--- config.mk ---
export PLATFORM = sky130hd
export DESIGN_NAME = restoring_division_reconstruct
export DESIGN_NICKNAME = d
export VERILOG_FILES = /design/src/rtl/restor_div_pkg.sv /design/src/rtl/mult_step_counter.sv /design/src/rtl/restoring_division_reconstruct.sv
export SDC_FILE = /design/constraint.sdc
export NUM_CORES = 1
export LEC_CHECK = 0
export CAP_MARGIN = 20
export CORE_UTILIZATION = 35
export DETAILED_ROUTE_END_ITERATION = 6
export HOLD_SLACK_MARGIN = 0.06
export PLACE_DENSITY = 0.66
export SLEW_MARGIN = 20
export SYNTH_ARGS = -nofsm -noshare
export SYNTH_HDL_FRONTEND = slang
export SYNTH_SLANG_ARGS = --single-unit
export TNS_END_PERCENT = 50
--- constraint.sdc ---
create_clock -name clk -period 2.47 [get_ports clk]
set_input_delay 0.247 -clock clk [delete_from_list [all_inputs] [get_ports clk]]
set_output_delay 0.247 -clock clk [all_outputs]
set_load 0.03 [all_outputs]
--- src/rtl/restor_div_pkg.sv ---
// ============================================================================
// Package     : restor_div_pkg
// Description : Shared sizing constants and FSM state type for the
//               restoring-division reconstruction (shift-add MAC) block.
// Revision    : 1.0 - initial release
// ============================================================================
`default_nettype none

package restor_div_pkg;

    localparam int WIDTH         = 16;
    localparam int COUNTER_WIDTH = $clog2(WIDTH);

    typedef enum logic [1:0] {
        IDLE = 2'd0,
        CALC = 2'd1,
        ADD  = 2'd2,
        DONE = 2'd3
    } recon_state_t;

endpackage : restor_div_pkg

`default_nettype wire

--- src/rtl/mult_step_counter.sv ---
// ============================================================================
// Module      : mult_step_counter
// Description : Iteration counter for the shift-add multiplier; flags the
//               final step so the FSM leaves CALC after exactly WIDTH steps.
// Revision    : 1.0 - initial release
// ============================================================================
`default_nettype none

module mult_step_counter #(
    parameter int WIDTH         = restor_div_pkg::WIDTH,
    parameter int COUNTER_WIDTH = restor_div_pkg::COUNTER_WIDTH
) (
    input  logic clk,
    input  logic reset,
    input  logic start,
    input  logic en,
    output logic last
);

    logic [COUNTER_WIDTH-1:0] cnt_q;
    logic [COUNTER_WIDTH-1:0] cnt_d;

    // start wins over en so a fresh operand set always begins at step 0
    always_comb begin
        cnt_d = cnt_q;
        if (start) begin
            cnt_d = '0;
        end else if (en) begin
            cnt_d = cnt_q + COUNTER_WIDTH'(1);
        end
    end

    always_ff @(posedge clk) begin
        if (reset) begin
            cnt_q <= '0;
        end else begin
            cnt_q <= cnt_d;
        end
    end

    assign last = (cnt_q == COUNTER_WIDTH'(WIDTH - 1));

endmodule : mult_step_counter

`default_nettype wire

--- src/rtl/restoring_division_reconstruct.sv ---
// ============================================================================
// Module      : restoring_division_reconstruct
// Description : Sequential shift-add MAC rebuilding dividend = q*d + r from a
//               divider result, with zero-divisor and remainder-range flags.
// Revision    : 1.0 - initial release
// ============================================================================
`default_nettype none

module restoring_division_reconstruct #(
    parameter int WIDTH         = restor_div_pkg::WIDTH,
    parameter int COUNTER_WIDTH = restor_div_pkg::COUNTER_WIDTH
) (
    input  logic                 clk,
    input  logic                 reset,
    input  logic                 src_valid,
    output logic                 src_ready,
    input  logic [WIDTH-1:0]     quotient,
    input  logic [WIDTH-1:0]     divisor,
    input  logic [WIDTH-1:0]     remainder,
    output logic                 dst_valid,
    input  logic                 dst_ready,
    output logic [2*WIDTH-1:0]   dividend,
    output logic                 div_zero,
    output logic                 rem_ge_div
);

    import restor_div_pkg::*;

    recon_state_t state_q, state_d;

    logic [WIDTH:0]       a_q, a_d;
    logic [WIDTH-1:0]     m_q, m_d;
    logic [WIDTH-1:0]     q_q, q_d;
    logic [WIDTH-1:0]     r_q, r_d;
    logic [2*WIDTH-1:0]   dividend_q, dividend_d;
    logic                 div_zero_q, div_zero_d;
    logic                 rem_ge_div_q, rem_ge_div_d;

    logic                 accept;
    logic                 cnt_en;
    logic                 cnt_last;
    logic [WIDTH:0]       step_sum;

    mult_step_counter #(
        .WIDTH         (WIDTH),
        .COUNTER_WIDTH (COUNTER_WIDTH)
    ) u_step_counter (
        .clk   (clk),
        .reset (reset),
        .start (accept),
        .en    (cnt_en),
        .last  (cnt_last)
    );

    // ---------------- FSM: state register ----------------
    always_ff @(posedge clk) begin
        if (reset) begin
            state_q <= IDLE;
        end else begin
            state_q <= state_d;
        end
    end

    // ---------------- FSM: next state ----------------
    always_comb begin
        state_d = state_q;
        case (state_q)
            IDLE:    if (src_valid)  state_d = CALC;
            CALC:    if (cnt_last)   state_d = ADD;
            ADD:                     state_d = DONE;
            DONE:    if (dst_ready)  state_d = IDLE;
            default:                 state_d = IDLE;
        endcase
    end

    // ---------------- FSM: outputs ----------------
    always_comb begin
        src_ready = (state_q == IDLE);
        dst_valid = (state_q == DONE);
        accept    = (state_q == IDLE) && src_valid;
        cnt_en    = (state_q == CALC);
    end

    // ---------------- Datapath ----------------
    // A keeps one spare bit so the carry of A+M survives into the shift.
    always_comb begin
        a_d          = a_q;
        m_d          = m_q;
        q_d          = q_q;
        r_d          = r_q;
        dividend_d   = dividend_q;
        div_zero_d   = div_zero_q;
        rem_ge_div_d = rem_ge_div_q;
        step_sum     = a_q + {1'b0, (q_q[0] ? m_q : {WIDTH{1'b0}})};

        if (accept) begin
            m_d          = divisor;
            q_d          = quotient;
            a_d          = '0;
            r_d          = remainder;
            div_zero_d   = (divisor == '0);
            rem_ge_div_d = (remainder >= divisor);
        end else if (state_q == CALC) begin
            a_d = {1'b0, step_sum[WIDTH:1]};
            q_d = {step_sum[0], q_q[WIDTH-1:1]};
        end else if (state_q == ADD) begin
            dividend_d = {a_q[WIDTH-1:0], q_q} + {{WIDTH{1'b0}}, r_q};
        end
    end

    always_ff @(posedge clk) begin
        if (reset) begin
            a_q          <= '0;
            m_q          <= '0;
            q_q          <= '0;
            r_q          <= '0;
            dividend_q   <= '0;
            div_zero_q   <= 1'b0;
            rem_ge_div_q <= 1'b0;
        end else begin
            a_q          <= a_d;
            m_q          <= m_d;
            q_q          <= q_d;
            r_q          <= r_d;
            dividend_q   <= dividend_d;
            div_zero_q   <= div_zero_d;
            rem_ge_div_q <= rem_ge_div_d;
        end
    end

    assign dividend   = dividend_q;
    assign div_zero   = div_zero_q;
    assign rem_ge_div = rem_ge_div_q;

endmodule : restoring_division_reconstruct

`default_nettype wire

==> reports/metrics.cfg <==
[run_status]
status=complete, no violations

[power]
vdd.ir_drop.worst_uv=450.8
report.power.total_mw=6.881
powerDensity_nw_per_um2=878.6
power.static_leakage_nw=3.103

[layout]
final_nets=948
num-fill-cells=1674
final_design_area_no_fill_um2=7831
fraction_of_final_layout_cells_sized_beyond_drive_strength_1=0.09338
synthToLayoutAreaGrowth_pct=27.06
antenna_cells_inserted=0

[sta]
timing.hold.ws_ps=215.9
tightest_slew_ps=642.0
final.setup_skew_ps=7.226
rsz0062_at_grt=true
slew_headroom=0.5720
hold_viol=0
max_freq_mhz=409.6
post-route-min-period_ps=2441
drv_slew=0
timing.setup.tns_ps=0
layout_setup_ws_ps=28.61
finalSetupViolCount=0
fin_crit_sh=0.9884

[hold_path]
hold_class=in2reg

[yosys]
yosys_register_bits=104
post_synth_inst_count=745
syn_nets=852
async_reset_ff_frac=0
postSynthAreaPerCell_um2=8.273
yosys_warnings=0
summed_instance_area_of_the_synthesized_netlist_um2=6163
synth_edf_count=0
synth-main-ff-cell=sky130_fd_sc_hd__dfxtp_1
synth_cell_type_count=57
synth_seq_area_share=0.3378

[grt]
grt_max_degree=66
global_route_wire_length_before_repair_mm=25.88
first_global_vias=5171
number_of_antenna_violations_at_the_first_check_in_global_routing=0
gr_usage_total=0.1795
globalRoute.totalOverflow=0

[drt]
drt_pass1_iterations=5
vias=5528
viasPerCell=5.162
wirelength_mm=15.98
drc_marker_count_from_the_first_detailed_route_iteration=451
postRouteAntennaNets=0
drt_drc_violations_left=0
route.detailed.wl_per_inst_um=14.92

[floorplan]
design.portCount=88
floorplan.initialDensity=0.3576
core-area_um2=17240
die_h_um=134.7
die_width_um=134.7
rows=48
design.die.area_um2=18140

[clock_tree]
clkLatencyLatePin_ps=360
path_clk_slew_ps=70
clockRootBuffer=sky130_fd_sc_hd__clkbuf_16
clockBufferDepth=2
postCtsHoldBufs=0
ctsHtreeMaxLevel=3
tritoncts_clock_tree=built
clock_sink_count=104
cts_inserted_buffers=9

[setup_path]
max_stage_delay_ps=360
crit_buf_inv=0
end_kind=flip-flop
critical_path.startpoint_type=flip-flop
data_arrival_time_at_the_worst_slack_endpoint_ps=2670
timing.critical_path.fanout_max=5
critPathTopFamily=compound AO/OA/AOI/OAI gates
slowest_stage=sky130_fd_sc_hd__dfxtp_4
critPathRequiredTime_ps=2700
path_cells=and2_4, ha_4, fa_2, a21o_1, a221oi_2, o21ai_2, a31o_1, o21a_1, o21ai_1, a41oi_1
timing.setup.critical_path_class=reg2reg

[place]
post_dp_cell_area_um2=7453
placement.setup.worst_slack_ps=-103.0
hpwl_mm=12.29
gp_routability_congestion=0.9170
buffer_ports.inserted=87

[job]
timing.max_cap.violations=0

## cell usage after synthesis (2+ instances only)
master,n,area share
sky130_fd_sc_hd__o221ai_1,2,0.0028
sky130_fd_sc_hd__nor4b_1,2,0.0028
sky130_fd_sc_hd__nand4_1,3,0.0030
sky130_fd_sc_hd__buf_1,9,0.0055
sky130_fd_sc_hd__xor2_1,7,0.0099
sky130_fd_sc_hd__nor4_1,4,0.0041
sky130_fd_sc_hd__nand2_1,105,0.064
sky130_fd_sc_hd__inv_1,28,0.017
sky130_fd_sc_hd__and3_1,10,0.010
sky130_fd_sc_hd__and2_1,17,0.017
sky130_fd_sc_hd__dfxtp_1,104,0.34
sky130_fd_sc_hd__nand2b_1,5,0.0051
sky130_fd_sc_hd__or3_1,4,0.0041
sky130_fd_sc_hd__a31oi_2,2,0.0041
sky130_fd_sc_hd__o21a_1,7,0.0085
sky130_fd_sc_hd__a21o_1,14,0.017
sky130_fd_sc_hd__mux2i_1,39,0.063
sky130_fd_sc_hd__clkbuf_1,30,0.018
sky130_fd_sc_hd__and4_1,3,0.0043
sky130_fd_sc_hd__ha_1,53,0.11
sky130_fd_sc_hd__a311oi_1,3,0.0043
sky130_fd_sc_hd__o22ai_1,3,0.0030
sky130_fd_sc_hd__nand3_1,7,0.0057
sky130_fd_sc_hd__o21ai_0,19,0.015
sky130_fd_sc_hd__a211oi_1,42,0.051
sky130_fd_sc_hd__a31o_1,2,0.0028
sky130_fd_sc_hd__nor2b_1,2,0.0020
sky130_fd_sc_hd__xnor2_1,32,0.045
sky130_fd_sc_hd__a211o_1,2,0.0028
sky130_fd_sc_hd__a31o_2,2,0.0028
sky130_fd_sc_hd__a31oi_1,4,0.0041
sky130_fd_sc_hd__o211ai_1,6,0.0073
sky130_fd_sc_hd__nor3_1,7,0.0057
sky130_fd_sc_hd__o21ai_1,4,0.0032
sky130_fd_sc_hd__nor2_1,68,0.041
sky130_fd_sc_hd__fa_1,2,0.0065
sky130_fd_sc_hd__o21bai_1,4,0.0049
sky130_fd_sc_hd__a21oi_1,69,0.056
## kinds of logic (layout without fill, tap and decap cells)
kind of cell	Yosys count	in the layout	synth area share
simple gates	240	240	0.1734
xor+xnor	39	39	0.05542
fa+ha+maj	55	55	0.1141
mux	39	39	0.06334
compound gates	200	200	0.2146
buf+inv	68	169	0.04141
flops	104	104	0.3378
## layer usage
layer  vias to the layer above  share of wire  global-route usage
li1                       2853              -                   -
met1                      2513           0.53              0.2677
met2                       137           0.41              0.2603
met3                        25          0.040             0.02440
met4                         0          0.020             0.06492
met5                         -              0                   0
## where the power goes
part	internal (mW)	switching (mW)	leakage [nW]
Combinational	1.32	1.83	2.11
Sequential	2.05	0.280	0.849
Clock	0.728	0.671	0.145
## final timing paths
check                                    startpoint                         to  slack [ps]  depth (start not counted)
worst min-delay path                          reset  dividend[14]$_SDFFE_PP0P_         220                          2
worst max register to register  q_q[0]$_SDFFE_PP0P_       a_q[15]$_SDFFE_PP0P_          30                         10
worst max-delay path            q_q[0]$_SDFFE_PP0P_       a_q[15]$_SDFFE_PP0P_          30                         10
worst min register to register  m_q[8]$_SDFFE_PP0P_        m_q[8]$_SDFFE_PP0P_         450                          2
## area by class of cell
cell class / instances / area, um^2 / share of cell area
Multi-Input combinational cell: 573 / 3909 / 0.4991
Inverter: 29 / 108.9 / 0.01390
Clock inverter: 6 / 51.30 / 0.006551
Sequential cell: 104 / 2086 / 0.2663
Clock buffer: 10 / 239.0 / 0.03052
Timing Repair Buffer: 124 / 1156 / 0.1476
Tap cell: 225 / 281.5 / 0.03595
## stage by stage
step / std cells / util
after detailed placement: 1053 / 0.4324
after floorplan: 745 / -
final: 1071 / 0.4543
after global routing: 1071 / 0.4543
after CTS: 1071 / 0.4512
after global placement: 1053 / 0.4324
## cells in the final DEF (no fill, tap or decap), types with 4 or more instances in the layout
master                              n
sky130_fd_sc_hd__a211oi_1          41
sky130_fd_sc_hd__a21o_1            14
sky130_fd_sc_hd__a21oi_1           68
sky130_fd_sc_hd__and2_1            16
sky130_fd_sc_hd__and3_1            10
sky130_fd_sc_hd__buf_4             36
sky130_fd_sc_hd__clkbuf_16          9
sky130_fd_sc_hd__clkdlybuf4s50_1   86
sky130_fd_sc_hd__dfxtp_1          103
sky130_fd_sc_hd__ha_1              49
sky130_fd_sc_hd__inv_1             28
sky130_fd_sc_hd__mux2i_1           39
sky130_fd_sc_hd__nand2_1          104
sky130_fd_sc_hd__nand2b_1           5
sky130_fd_sc_hd__nand3_1            7
sky130_fd_sc_hd__nor2_1            68
sky130_fd_sc_hd__nor3_1             7
sky130_fd_sc_hd__nor4_1             4
sky130_fd_sc_hd__o211ai_1           6
sky130_fd_sc_hd__o21a_1             7
sky130_fd_sc_hd__o21ai_0           16
sky130_fd_sc_hd__o21ai_1            6
sky130_fd_sc_hd__o21bai_1           4
sky130_fd_sc_hd__or3_1              4
sky130_fd_sc_hd__xnor2_1           32
sky130_fd_sc_hd__xor2_1             7
## sequential cells by signal (all words and copies together), names as in the netlist
signal / cells
a_q: 16
div_zero: 1
dividend: 32
m_q: 16
q_q: 16
r_q: 16
rem_ge_div: 1
state_q: 2
u_step_counter.cnt_q: 4
## what timing repair did
| item | in CTS | in global routing |
|---|---|---|
| buffers inserted | 2 | 1 |
| setup endpoints to repair | 3 | 18 |
| pin swaps | 8 | 15 |
| resized for setup | 6 | 12 |
Note: power is estimated with default switching activity, not from simulation.
==> variant 1, RTL diff (same flow settings) <==
Take the reset off `r_q` and load it in a clocked block of its own.
--- a/src/rtl/restoring_division_reconstruct.sv
+++ b/src/rtl/restoring_division_reconstruct.sv
@@ -115,3 +115,2 @@
             q_q          <= '0;
-            r_q          <= '0;
             dividend_q   <= '0;
@@ -123,3 +122,2 @@
             q_q          <= q_d;
-            r_q          <= r_d;
             dividend_q   <= dividend_d;
@@ -128,2 +126,6 @@
         end
+    end
+
+    always_ff @(posedge clk) begin
+        r_q <= r_d;
     end
Function: same outputs for any inputs over 10 cycles, from zero or initial values and one cycle with reset high; that may be too few to reach the edited logic, so the function may still have changed.
==> variant 1 against the original RTL <==
Area after synthesis down 2.1%. Largest power group unchanged. Cell area is 0.46% lower. Clock power shrank 4%. Worst setup slack gained 0.043 ns. Total power up 7.1%. First-iteration DRC count shrank 29%. Highest routed layer unchanged. Sequential share of layout area grew 2.2 points. Die area is 2.0% lower. Wire length is 2.1% lower. Synthesized cell count is 8.7% lower. Sequential cell count stayed put. Combinational power is 14% higher.
==> variant 1: results <==
group,metric,value,unit
cells_and_area,nets,893,
worst_hold_path,worstHoldEndpoint,"m_q[7]",
pwr,irDropWorstVdd,0.0005489,V
drt,num_vias,5221,
cts,clkLatencyLatePin,0.36,ns
global_routing,grt_pass1_vias,4835,
run_status,status,"finished clean",
sta,fin_crit_sh,97.08,%
global_routing,grtUsageMet1,25.12,%
yosys,syn-num-nets,787,
cells_and_area,drive_gt1_share,11.38,%
global_routing,grt_start_max_net_pins,37,
yosys,yosys.cell_types.count,62,
global_routing,met2_usage,27.03,%
worst_setup_path,cp_slowest_cell,"fa_2",
placed_design,place_inst,989,
cts,post_cts_resized,3,
placed_design,dp_hpwl,12.09,mm
global_routing,use_met3,2.778,%
cells_and_area,fill_cells,1624,
drt,via_per_inst,5.164,
placed_design,pre_cts_slack,-0.1043,ns
sta,slew_headroom,62.98,%
pwr,p_leak,3.088,nW
placed_design,gp_congestion,0.8126,
sta,holdWs,0.1424,ns
yosys,yosys-top-cells-count,"dfxtp_1 (88), nor2_1 (74), nand2_1 (62)",
yosys,ys_seq_area_share,37.15,%
placed_design,placed_cell_area,0.007323,mm2
worst_setup_path,r2r_cells,11,
cts,cts_setup_buffers,1,
yosys,syn_inst,680,
global_routing,grt_pass1_wl,24.84,mm
global_routing,gr-usage-all-layers,17.86,%
drt,routedWlPerCell,15.48,um
worst_setup_path,cp_slowest_stage_delay,0.38,ns
drt,drt_first_iter_violations,319,
worst_setup_path,r2r_slack,0.07,ns
worst_setup_path,arrival,2.64,ns
## variant 1: kinds of logic after synthesis
| logic type | after synthesis | share of synthesized area (%) |
|---|---|---|
| buffers and inverters | 66 | 4.105 |
| adder cells (fa/ha/maj) | 55 | 11.65 |
| multiplexers | 34 | 5.639 |
| AO/OA/AOI/OAI | 171 | 19.51 |
| XOR/XNOR | 36 | 5.224 |
| AND/OR/NAND/NOR | 214 | 16.73 |
| flip-flops | 104 | 37.15 |
## variant 1: layout make-up
cell class	count	share of cell area (%)
Sequential cell	104	28.81
Timing Repair Buffer	128	15.26
Tap cell	220	3.531
Multi-Input combinational cell	510	47.35
Inverter	33	1.589
Clock buffer	13	3.210
Clock inverter	3	0.2408
## variant 1: power by group
group | internal, mW | switching, mW
logic | 1.51 | 2.07
clock network | 0.712 | 0.631
registers | 2.15 | 0.297
total | 4.37 | 2.99
## variant 1: routing by layer
layer	routed length, um	share of wire (%)
met2	6767	43
met3	656	4.2
met4	347	2.2
met1	7875	50
met5	0	0
==> variant 2, RTL diff (same flow settings) <==
Without the edit above. `WIDTH`: 16 -> 8.
--- a/src/rtl/restor_div_pkg.sv
+++ b/src/rtl/restor_div_pkg.sv
@@ -10,3 +10,3 @@
 
-    localparam int WIDTH         = 16;
+    localparam int WIDTH         = 8;
     localparam int COUNTER_WIDTH = $clog2(WIDTH);
Ports: changed (resized dividend, divisor, quotient and remainder); port bits go from 88 to 48. No check against the original RTL was run, so the function may have changed too.
==> variant 2 against the original RTL <==
Worst setup slack improved by 0.17 ns. Area after synthesis decreased by 47%. Sequential cell count decreased by 49. Die area decreased by 46%. Cell area decreased by 50%. Total power decreased by 51%. Wire length decreased by 54%. Sequential share of layout area increased by 1.4 points. Largest power group unchanged. Highest routed layer unchanged.
==> variant 2: results <==
group,metric,value,unit
cells_and_area,nets,485,
yosys,syn-num-nets,446,
worst_setup_path,arrival,2.52,ns
worst_setup_path,cp_slowest_stage_delay,0.40,ns
worst_setup_path,cp_slowest_cell,"fa_1",
yosys,synth_area_leaders,"dfxtp_1 (34%), ha_1 (11%), mux2i_1 (5.8%), nand2_1 (5.3%), nor2_1 (4.7%)",
worst_setup_path,critPathMaxFanout,10,
placed_design,port-buffer-count,47,
cts,numCtsBuffers,5,
yosys,yosys-top-cells-count,"dfxtp_1 (55), nand2_1 (46), nor2_1 (41)",
placed_design,pre_cts_slack,0.2474,ns
cells_and_area,drive_gt1_share,4.695,%
yosys,synthXorXnorAreaFrac,2.141,%
global_routing,grt_pass1_wl,12.44,mm
drt,remaining_drc_errors,0,
yosys,synthAdderAreaFrac,12.69,%
drt,via_per_inst,5.281,
placed_design,gp_congestion,0.8534,
pwr,irDropWorstVdd,0.0002727,V
yosys,ys_seq_area_share,33.64,%
cells_and_area,fill_cells,906,
placed_design,placed_cell_area,0.003837,mm2
drt,routed_wl,7.281,mm
global_routing,grt_pass1_vias,2697,
sta,finClkSkew,0.007500,ns
yosys,yosys.cell_types.count,51,
sta,tightest_slew,0.6823,ns
global_routing,gr-usage-all-layers,15.68,%
worst_setup_path,crit_family,"simple AND/OR/NAND/NOR gates",
placed_design,place_inst,526,
global_routing,met2_usage,25.30,%
global_routing,grtUsageMet1,21.37,%
drt,wirelength_met1,3.627,mm
cts,cts_root_buf,"clkbuf_8",
yosys,synth_compound_area_share,18.39,%
cts,clkLatencyLatePin,0.30,ns
pwr,p_leak,1.637,nW
cts,post_cts_resized,0,
run_status,status,"finished clean",
drt,drt_first_iter_violations,163,
cts,path_clk_slew,0.10,ns
cells_and_area,largest_reg_flops,16,
yosys,syn_avg_cell_area,8.480,um2
drt,met3WireLength,381,um
drt,routedWlPerCell,13.63,um
placed_design,dp_hpwl,5.667,mm
global_routing,use_met3,3.546,%
cts,cts_setup_buffers,0,
yosys,synth_mux_area_share,6.154,%
worst_setup_path,r2r_cells,8,
drt,drt-pass1-iter-count,4,
-- variant 2: final timing paths --
kind              startpoint          end  slack [ns]
hold / removal         reset  dividend[5]        0.32
setup reg to reg      q_q[0]       a_q[5]        0.20
hold reg to reg       m_q[0]       m_q[0]        0.45
setup / recovery      q_q[0]       a_q[5]        0.20
-- variant 2: power breakdown --
group,internal (mW),total (mW),switching [mW]
Clock,0.204,0.498,0.293
Sequential,1.10,1.26,0.166
Combinational,0.678,1.61,0.930
-- variant 2: final cells by class --
class | count | area (um2) | area share, %
clock inverters | 2 | 16.27 | 0.4143
clock buffers | 6 | 72.57 | 1.848
multi-input cells | 296 | 2038 | 51.91
well taps | 108 | 135.1 | 3.442
repair buffers | 53 | 510.5 | 13.00
flip-flops and latches | 55 | 1101 | 28.04
inverters | 14 | 52.55 | 1.338
